`src/rtl/eth_tx_arbiter.sv`:
```
// Two-source arbiter for the RMII transmit port: round-robin grant, one frame per grant,
// inter-frame gap enforcement and a watchdog on grants that never start a frame.
module eth_tx_arbiter #(
  parameter int N             = 2,
  parameter int IFG_CYCLES    = 48,
  parameter int GRANT_TIMEOUT = 64
) (
  input  logic         clk,
  input  logic         rst,
  input  logic [1:0]   req,
  output logic [1:0]   gnt,
  input  logic         s0_axiiv,
  input  logic [N-1:0] s0_axiid,
  input  logic         s1_axiiv,
  input  logic [N-1:0] s1_axiid,
  output logic         axiov,
  output logic [N-1:0] axiod,
  output logic         busy,
  output logic         timeout
);

  localparam int WW = (GRANT_TIMEOUT > 1) ? $clog2(GRANT_TIMEOUT) : 1;
  localparam int GW = (IFG_CYCLES > 1) ? $clog2(IFG_CYCLES) : 1;
  localparam logic [WW-1:0] WD_TERM  = WW'(GRANT_TIMEOUT - 1);
  localparam logic [GW-1:0] GAP_TERM = GW'(IFG_CYCLES - 1);

  typedef enum logic [1:0] {IDLE, GRANT, SEND, GAP} state_t;

  state_t        state;
  logic          last;
  logic [WW-1:0] wdog;
  logic [WW-1:0] wdog_next;
  logic [GW-1:0] gap_cnt;
  logic          sel_valid;
  logic [N-1:0]  sel_data;
  logic          sel_req;
  logic          fwd;
  logic          winner;

  // `last` doubles as the selected source while a grant is outstanding.
  always_comb begin
    sel_valid = last ? s1_axiiv : s0_axiiv;
    sel_data  = last ? s1_axiid : s0_axiid;
    sel_req   = last ? req[1] : req[0];
    fwd       = ((state == GRANT) || (state == SEND)) && sel_valid;
    wdog_next = wdog + 1'b1;
    unique case (req)
      2'b01:   winner = 1'b0;
      2'b10:   winner = 1'b1;
      default: winner = ~last;
    endcase
  end

  always_ff @(posedge clk) begin
    if (rst) begin
      state   <= IDLE;
      gnt     <= 2'b00;
      last    <= 1'b1;
      wdog    <= '0;
      gap_cnt <= '0;
      axiov   <= 1'b0;
      axiod   <= '0;
      busy    <= 1'b0;
      timeout <= 1'b0;
    end else begin
      axiov   <= fwd;
      axiod   <= fwd ? sel_data : '0;
      timeout <= 1'b0;
      unique case (state)
        IDLE: begin
          if (|req) begin
            gnt   <= winner ? 2'b10 : 2'b01;
            last  <= winner;
            wdog  <= '0;
            state <= GRANT;
            busy  <= 1'b1;
          end
        end
        GRANT: begin
          if (sel_valid) begin
            state <= SEND;
          end else if (!sel_req) begin
            gnt   <= 2'b00;
            state <= IDLE;
            busy  <= 1'b0;
          end else if (wdog_next == WD_TERM) begin
            // Revoke on the edge where the count reaches its terminal value.
            gnt     <= 2'b00;
            timeout <= 1'b1;
            state   <= IDLE;
            busy    <= 1'b0;
          end else begin
            wdog <= wdog_next;
          end
        end
        SEND: begin
          if (!sel_valid) begin
            gnt     <= 2'b00;
            gap_cnt <= '0;
            state   <= GAP;
          end
        end
        GAP: begin
          if (gap_cnt == GAP_TERM) begin
            state <= IDLE;
            busy  <= 1'b0;
          end else begin
            gap_cnt <= gap_cnt + 1'b1;
          end
        end
        default: begin
          state <= IDLE;
          gnt   <= 2'b00;
          busy  <= 1'b0;
        end
      endcase
    end
  end

endmodule

```
`config.mk`:
```
export PLATFORM = sky130hd
export DESIGN_NAME = eth_tx_arbiter
export DESIGN_NICKNAME = d
export VERILOG_FILES = /design/src/rtl/eth_tx_arbiter.sv
export SDC_FILE = /design/constraint.sdc
export NUM_CORES = 1
export LEC_CHECK = 0
export ABC_AREA = 1
export CAP_MARGIN = 20
export CORE_UTILIZATION = 59
export CTS_CLUSTER_SIZE = 16
export DETAILED_ROUTE_END_ITERATION = 7
export GPL_TIMING_DRIVEN = 0
export PLACE_DENSITY = 0.84
export SYNTH_ARGS = -nofsm -noshare
export SYNTH_HDL_FRONTEND = slang
export SYNTH_SLANG_ARGS = --single-unit
```
`constraint.sdc`:
```
create_clock -name clk -period 3.5 [get_ports clk]
set_input_delay 0.7 -clock clk [delete_from_list [all_inputs] [get_ports clk]]
set_output_delay 0.7 -clock clk [all_outputs]
set_load 0.02 [all_outputs]
```
==> reports/metrics.yaml, run 1 <==
via_per_inst: 5.26
rsz0062_at_grt: "no"
hold_viol_final: 0
synth_edf_count: 0
synth_cells: 206
portBuffers: 16
drive_gt1_share_pct: 14.2
vias: 1336
finalCritPeriodShare_pct: 58.2
hp-class: "flip-flop to flip-flop"
min_period_ns: 2.04
antenna_found_initial: 0
ys.flop_type: "dfxtp_1"
drt_iter0_markers: 28
die_x_um: 51.6
die_area_um2: 2670
max-vdd-ir-drop_mv: 0.569
drt_drc_violations_left: 0
finalSetupViolCount: 0
crit_path_max_fanout: 5
maxSlewViolCount: 0
gp_congestion: 0.895
design_area_um2: 1690
synth-seq-cells: 22
seq_power_share_pct: 33.0
grt_max_degree: 13
async_flop_share_pct: 0
p_sw_w: 0.000454
start_util_pct: 63.9
grt_pass1_vias: 1163
core_um2: 2280
status: "finished clean"
clock_power_share_pct: 13.7
antenna_cells: 0
yosys_warnings: 0
hold_buffers: 0
fillers: 170
setup-tns-final_ns: 0
synth_fp_nets: 227
clock-sinks: 22
fin_nets: 248
synth_area_um2: 1450
register_area_um2: 440
place_hpwl_um: 2430
tritoncts: "built"
cp-end-kind: "flip-flop"
place_area_um2: 1650
crit_type: "input pin to flip-flop"
arrival_ns: 2.22
crit_required_ns: 3.68
drtPass1Iterations: 4
cts_resized: 0
rows: 17
cts-buffers-inserted: 3
grt_pass1_wl_um: 4940
htree_levels: 1
grt.total_usage_pct: 24.6
avgSynthCellArea_um2: 7.06
cts_root_buffer: "clkbuf_4"
ios: 17
clk_pin_slew_ns: 0.12
relSlewSlack_pct: 64.4
wl_um: 3010
ys_seq_area_share_pct: 30.3
wl_per_cell_um: 11.8
netSwitchingFraction_pct: 44.8
cp-start-kind: "input pin"
die_y_um: 51.6
skew_ns: 0.00414
cts_buffer_depth: 2
power.leakage_nw: 0.739
postCtsSetupRepairBufs: 0
synth_cell_types: 29
postRouteAntennaNets: 0
insertion_delay_ns: 0.30
fmax_mhz: 491
worstMarginPinSlew_ns: 0.534
syn2layout_area_growth_pct: 15.9
gr-total-overflow: 0
power_frac_comb_pct: 53.3
p_per_area_nw_per_um2: 601
drv_cap: 0
p_int_w: 0.000559
multiInputGateArea_um2: 867
## flip-flops by register name, summed over array words and instances (netlist names), named ones only
register / flops
axiod: 2
axiov: 1
busy: 1
gap_cnt: 6
gnt: 2
last: 1
state: 1
timeout: 1
wdog: 6
## layout make-up
| type | instances | share of cell area (%) |
|---|---|---|
| plain buffers | 3 | 0.965 |
| clock buffers | 4 | 2.15 |
| inverters | 34 | 7.72 |
| multi-input cells | 147 | 51.4 |
| flip-flops and latches | 22 | 26.1 |
| well taps | 28 | 2.08 |
| repair buffers | 16 | 9.50 |
## logic make-up after synthesis
family | after synthesis | synth area share [%]
simple gates | 107 | 37.7
compound gates | 29 | 12.5
buf+inv | 37 | 10.1
flops | 22 | 30.3
fa+ha+maj | 11 | 9.47
## power groups by stage
stage                     sequential, W  clock (W)  combinational (W)
after floorplan                0.000358          0           0.000387
after global placement         0.000336          0           0.000520
after detailed placement       0.000341          0           0.000537
after CTS                      0.000335   0.000142           0.000539
after global routing           0.000342   0.000155           0.000599
final                          0.000335   0.000139           0.000540
## path summary, 6_finish.rpt
kind,startpoint,to,slack (ns),cells after the start
max,req[1],wdog[5],1.46,9
min,busy,busy,0.48,2
max reg2reg,state[0],gap_cnt[2],1.72,9
min reg2reg,busy,busy,0.48,2
## metrics by stage
step	total power [W]	util (%)	cells	hold slack, ns	setup slack, ns
floorplan	0.000744	-	206	0.441	1.81
global placement	0.000856	72.5	250	0.450	1.20
detailed placement	0.000878	72.5	250	0.465	1.16
CTS	0.00102	74.1	254	0.483	1.47
global route	0.00110	74.1	254	0.507	1.38
finish	0.00101	74.1	254	0.483	1.46
## critical path, cell delays in order
cell	delay (ns)
clkdlybuf4s50_1	0.50
inv_1	0.05
ha_1	0.24
nand2_1	0.17
o21ai_0	0.11
inv_1	0.06
nand4_1	0.20
nand2_1	0.12
a21oi_1	0.06
## cells in the mapped netlist, types with 2 or more instances
cell type	n	share of area, %
dfxtp_1	22	30
o21ai_0	4	1.4
inv_1	28	7.2
nand2_4	2	1.5
nand4_1	11	4.7
nor2_4	4	3.1
o21ai_1	4	1.4
nand3_2	3	2.1
nand2_2	2	0.86
nand2_1	44	11
nor2_1	18	4.6
nand3_1	15	5.2
nor2_2	3	1.3
a21oi_1	16	5.5
inv_2	5	1.3
o21ai_2	2	1.2
ha_1	11	9.5
## routing by layer
layer	vias up	part of all wire, %	track usage, %
met3	10	2.7	3.80
met5	-	0	0
met1	594	47	30.9
li1	704	-	-
met4	0	3.2	9.01
met2	28	47	42.0
## layout by cell type, fill, tap and decap left out, drive strengths merged
master,count
nand3b,1
o21ai,11
nand3,18
dfxtp,22
ha,11
o21bai,1
clkbuf,5
buf,2
a21oi,17
inv,34
nor3b,1
nand4,11
clkdlybuf4s50,16
nand2,48
nor2,25
or2,1
nor3,2
Note: power is estimated with default switching activity, not from simulation.
==> run 2: changes to the inputs <==
CORE_UTILIZATION = 50   (was 59)
PLACE_DENSITY = 0.76   (was 0.84)
clock period = 1.73 ns   (was 3.5 ns; I/O delays follow)
==> run 2 against run 1 <==
Clock-buffer cell count shrank 1. Register-to-register slack lost 1.6 ns. Largest power group unchanged. Critical path type unchanged. Flip-flop and latch count is the same. Sequential power grew 100%. Global-route usage shrank 5.9 points. Routed wire length shrank 6.5%. Total power grew 120%. Via count shrank 2.1%. Largest cell class unchanged. First-iteration DRC count grew 79%.
==> reports/metrics.yaml, run 2 (synthesized netlist as in run 1, its figures left out) <==
status: "finished clean"
grt_pass1_wl_um: 4740
grt.total_usage_pct: 18.7
clock_power_share_pct: 17.7
drt_drc_violations_left: 0
start_util_pct: 52.7
crit_type: "input pin to flip-flop"
die_y_um: 55.9
min_period_ns: 1.63
worstMarginPinSlew_ns: 0.487
portBuffers: 16
finalCritPeriodShare_pct: 94.4
postRouteAntennaNets: 0
reg_top3: "gap_cnt x6, wdog x6"
ios: 17
skew_ns: 0.000892
cts_root_buffer: "clkbuf_4"
gp_congestion: 0.844
drtPass1Iterations: 4
finalSetupViolCount: 0
drv_cap: 0
die_area_um2: 3130
place_hpwl_um: 2080
clock-sinks: 22
worst_slack_ns: 0.0963
clk_pin_slew_ns: 0.13
via_per_inst: 5.03
syn2layout_area_growth_pct: 21.4
max-vdd-ir-drop_mv: 0.996
insertion_delay_ns: 0.31
dpl_worst_slack_ns: -0.255
power_frac_comb_pct: 52.4
antenna_cells: 0
seq_power_share_pct: 30.0
maxSlewViolCount: 0
relSlewSlack_pct: 67.6
p_sw_w: 0.000968
grt_pass1_vias: 1148
antenna_found_initial: 0
drive_gt1_share_pct: 20.1
crit_path_max_fanout: 5
gr-total-overflow: 0
cts-buffers-inserted: 3
die_x_um: 55.9
rows: 19
layout_commonest_cell: "nand2_1"
cts_buffer_depth: 2
tritoncts: "built"
p_int_w: 0.00129
cp-start-kind: "input pin"
p_per_area_nw_per_um2: 1280
htree_levels: 1
grt_max_degree: 14
hold-worst-slack_ns: 0.470
fmax_mhz: 612
fin_nets: 251
power.leakage_nw: 0.756
hold_viol_final: 0
hp-class: "flip-flop to flip-flop"
vias: 1308
crit_required_ns: 1.92
wl_per_cell_um: 10.8
core_um2: 2760
final_cell_mix: "nand2_1, inv_1, dfxtp_1"
drt_iter0_markers: 50
wl_um: 2810
netSwitchingFraction_pct: 42.8
cp-end-kind: "flip-flop"
arrival_ns: 1.83
-- run 2: power by group through the flow --
stage / logic [W] / registers [W] / clock network, W
final: 0.00118 / 0.000677 / 0.000399
after floorplan: 0.000782 / 0.000724 / 0
after global placement: 0.00108 / 0.000683 / 0
after CTS: 0.00110 / 0.000675 / 0.000413
after global routing: 0.00131 / 0.000696 / 0.000428
after detailed placement: 0.00108 / 0.000687 / 0
-- run 2: critical path, cell delays in order --
cell and delay (ns):
clkdlybuf4s50_1 0.50, inv_1 0.05, ha_2 0.21, nand2_1 0.14, o21ai_0 0.11, inv_1 0.07, nand4_1 0.20, nand2_1 0.14
a21oi_1 0.06
-- run 2: worst paths after layout --
path / cells past startpoint / startpoint / slack, ns / end
setup / recovery: 9 / req[1] / 0.1 / wdog[2]
hold / removal: 2 / wdog[5] / 0.47 / wdog[5]
setup reg to reg: 9 / flip-flop / 0.14 / wdog[2]
hold reg to reg: 2 / wdog[5] / 0.47 / wdog[5]
-- run 2: cell type report --
class                           instances  area, µm²
Multi-Input combinational cell        148        897
Buffer                                  3       18.8
Clock inverter                          1       30.0
Inverter                               34        133
Fill cell                             249        992
Sequential cell                        22        450
Timing Repair Buffer                   18        175
Clock buffer                            3       22.5
Tap cell                               31       38.8
-- run 2: metrics by stage --
step | total power (W) | instances | TNS (ns) | instance area (µm²) | util, %
floorplan | 0.00151 | 206 | 0 | 1450 | -
global placement | 0.00176 | 253 | -1.84 | 1650 | 59.9
detailed placement | 0.00177 | 253 | -1.82 | 1650 | 59.9
CTS | 0.00219 | 257 | 0 | 1710 | 62.2
global route | 0.00243 | 260 | -0.0593 | 1770 | 64.0
finish | 0.00226 | 260 | 0 | 1770 | 64.0
-- run 2: what timing repair did --
item | CTS | global route
cloned | 0 | 1
hold buffers | 0 | 0
setup buffers | 0 | 2
pin swaps | 0 | 3
resized for setup | 3 | 14
endpoints found under the setup margin | 9 | 13
-- run 2: routing by layer --
metal,share of wire [%],GRT usage [%]
met5,0,0
met3,4.0,2.79
met2,47,29.9
met4,0.68,5.92
met1,48,26.0
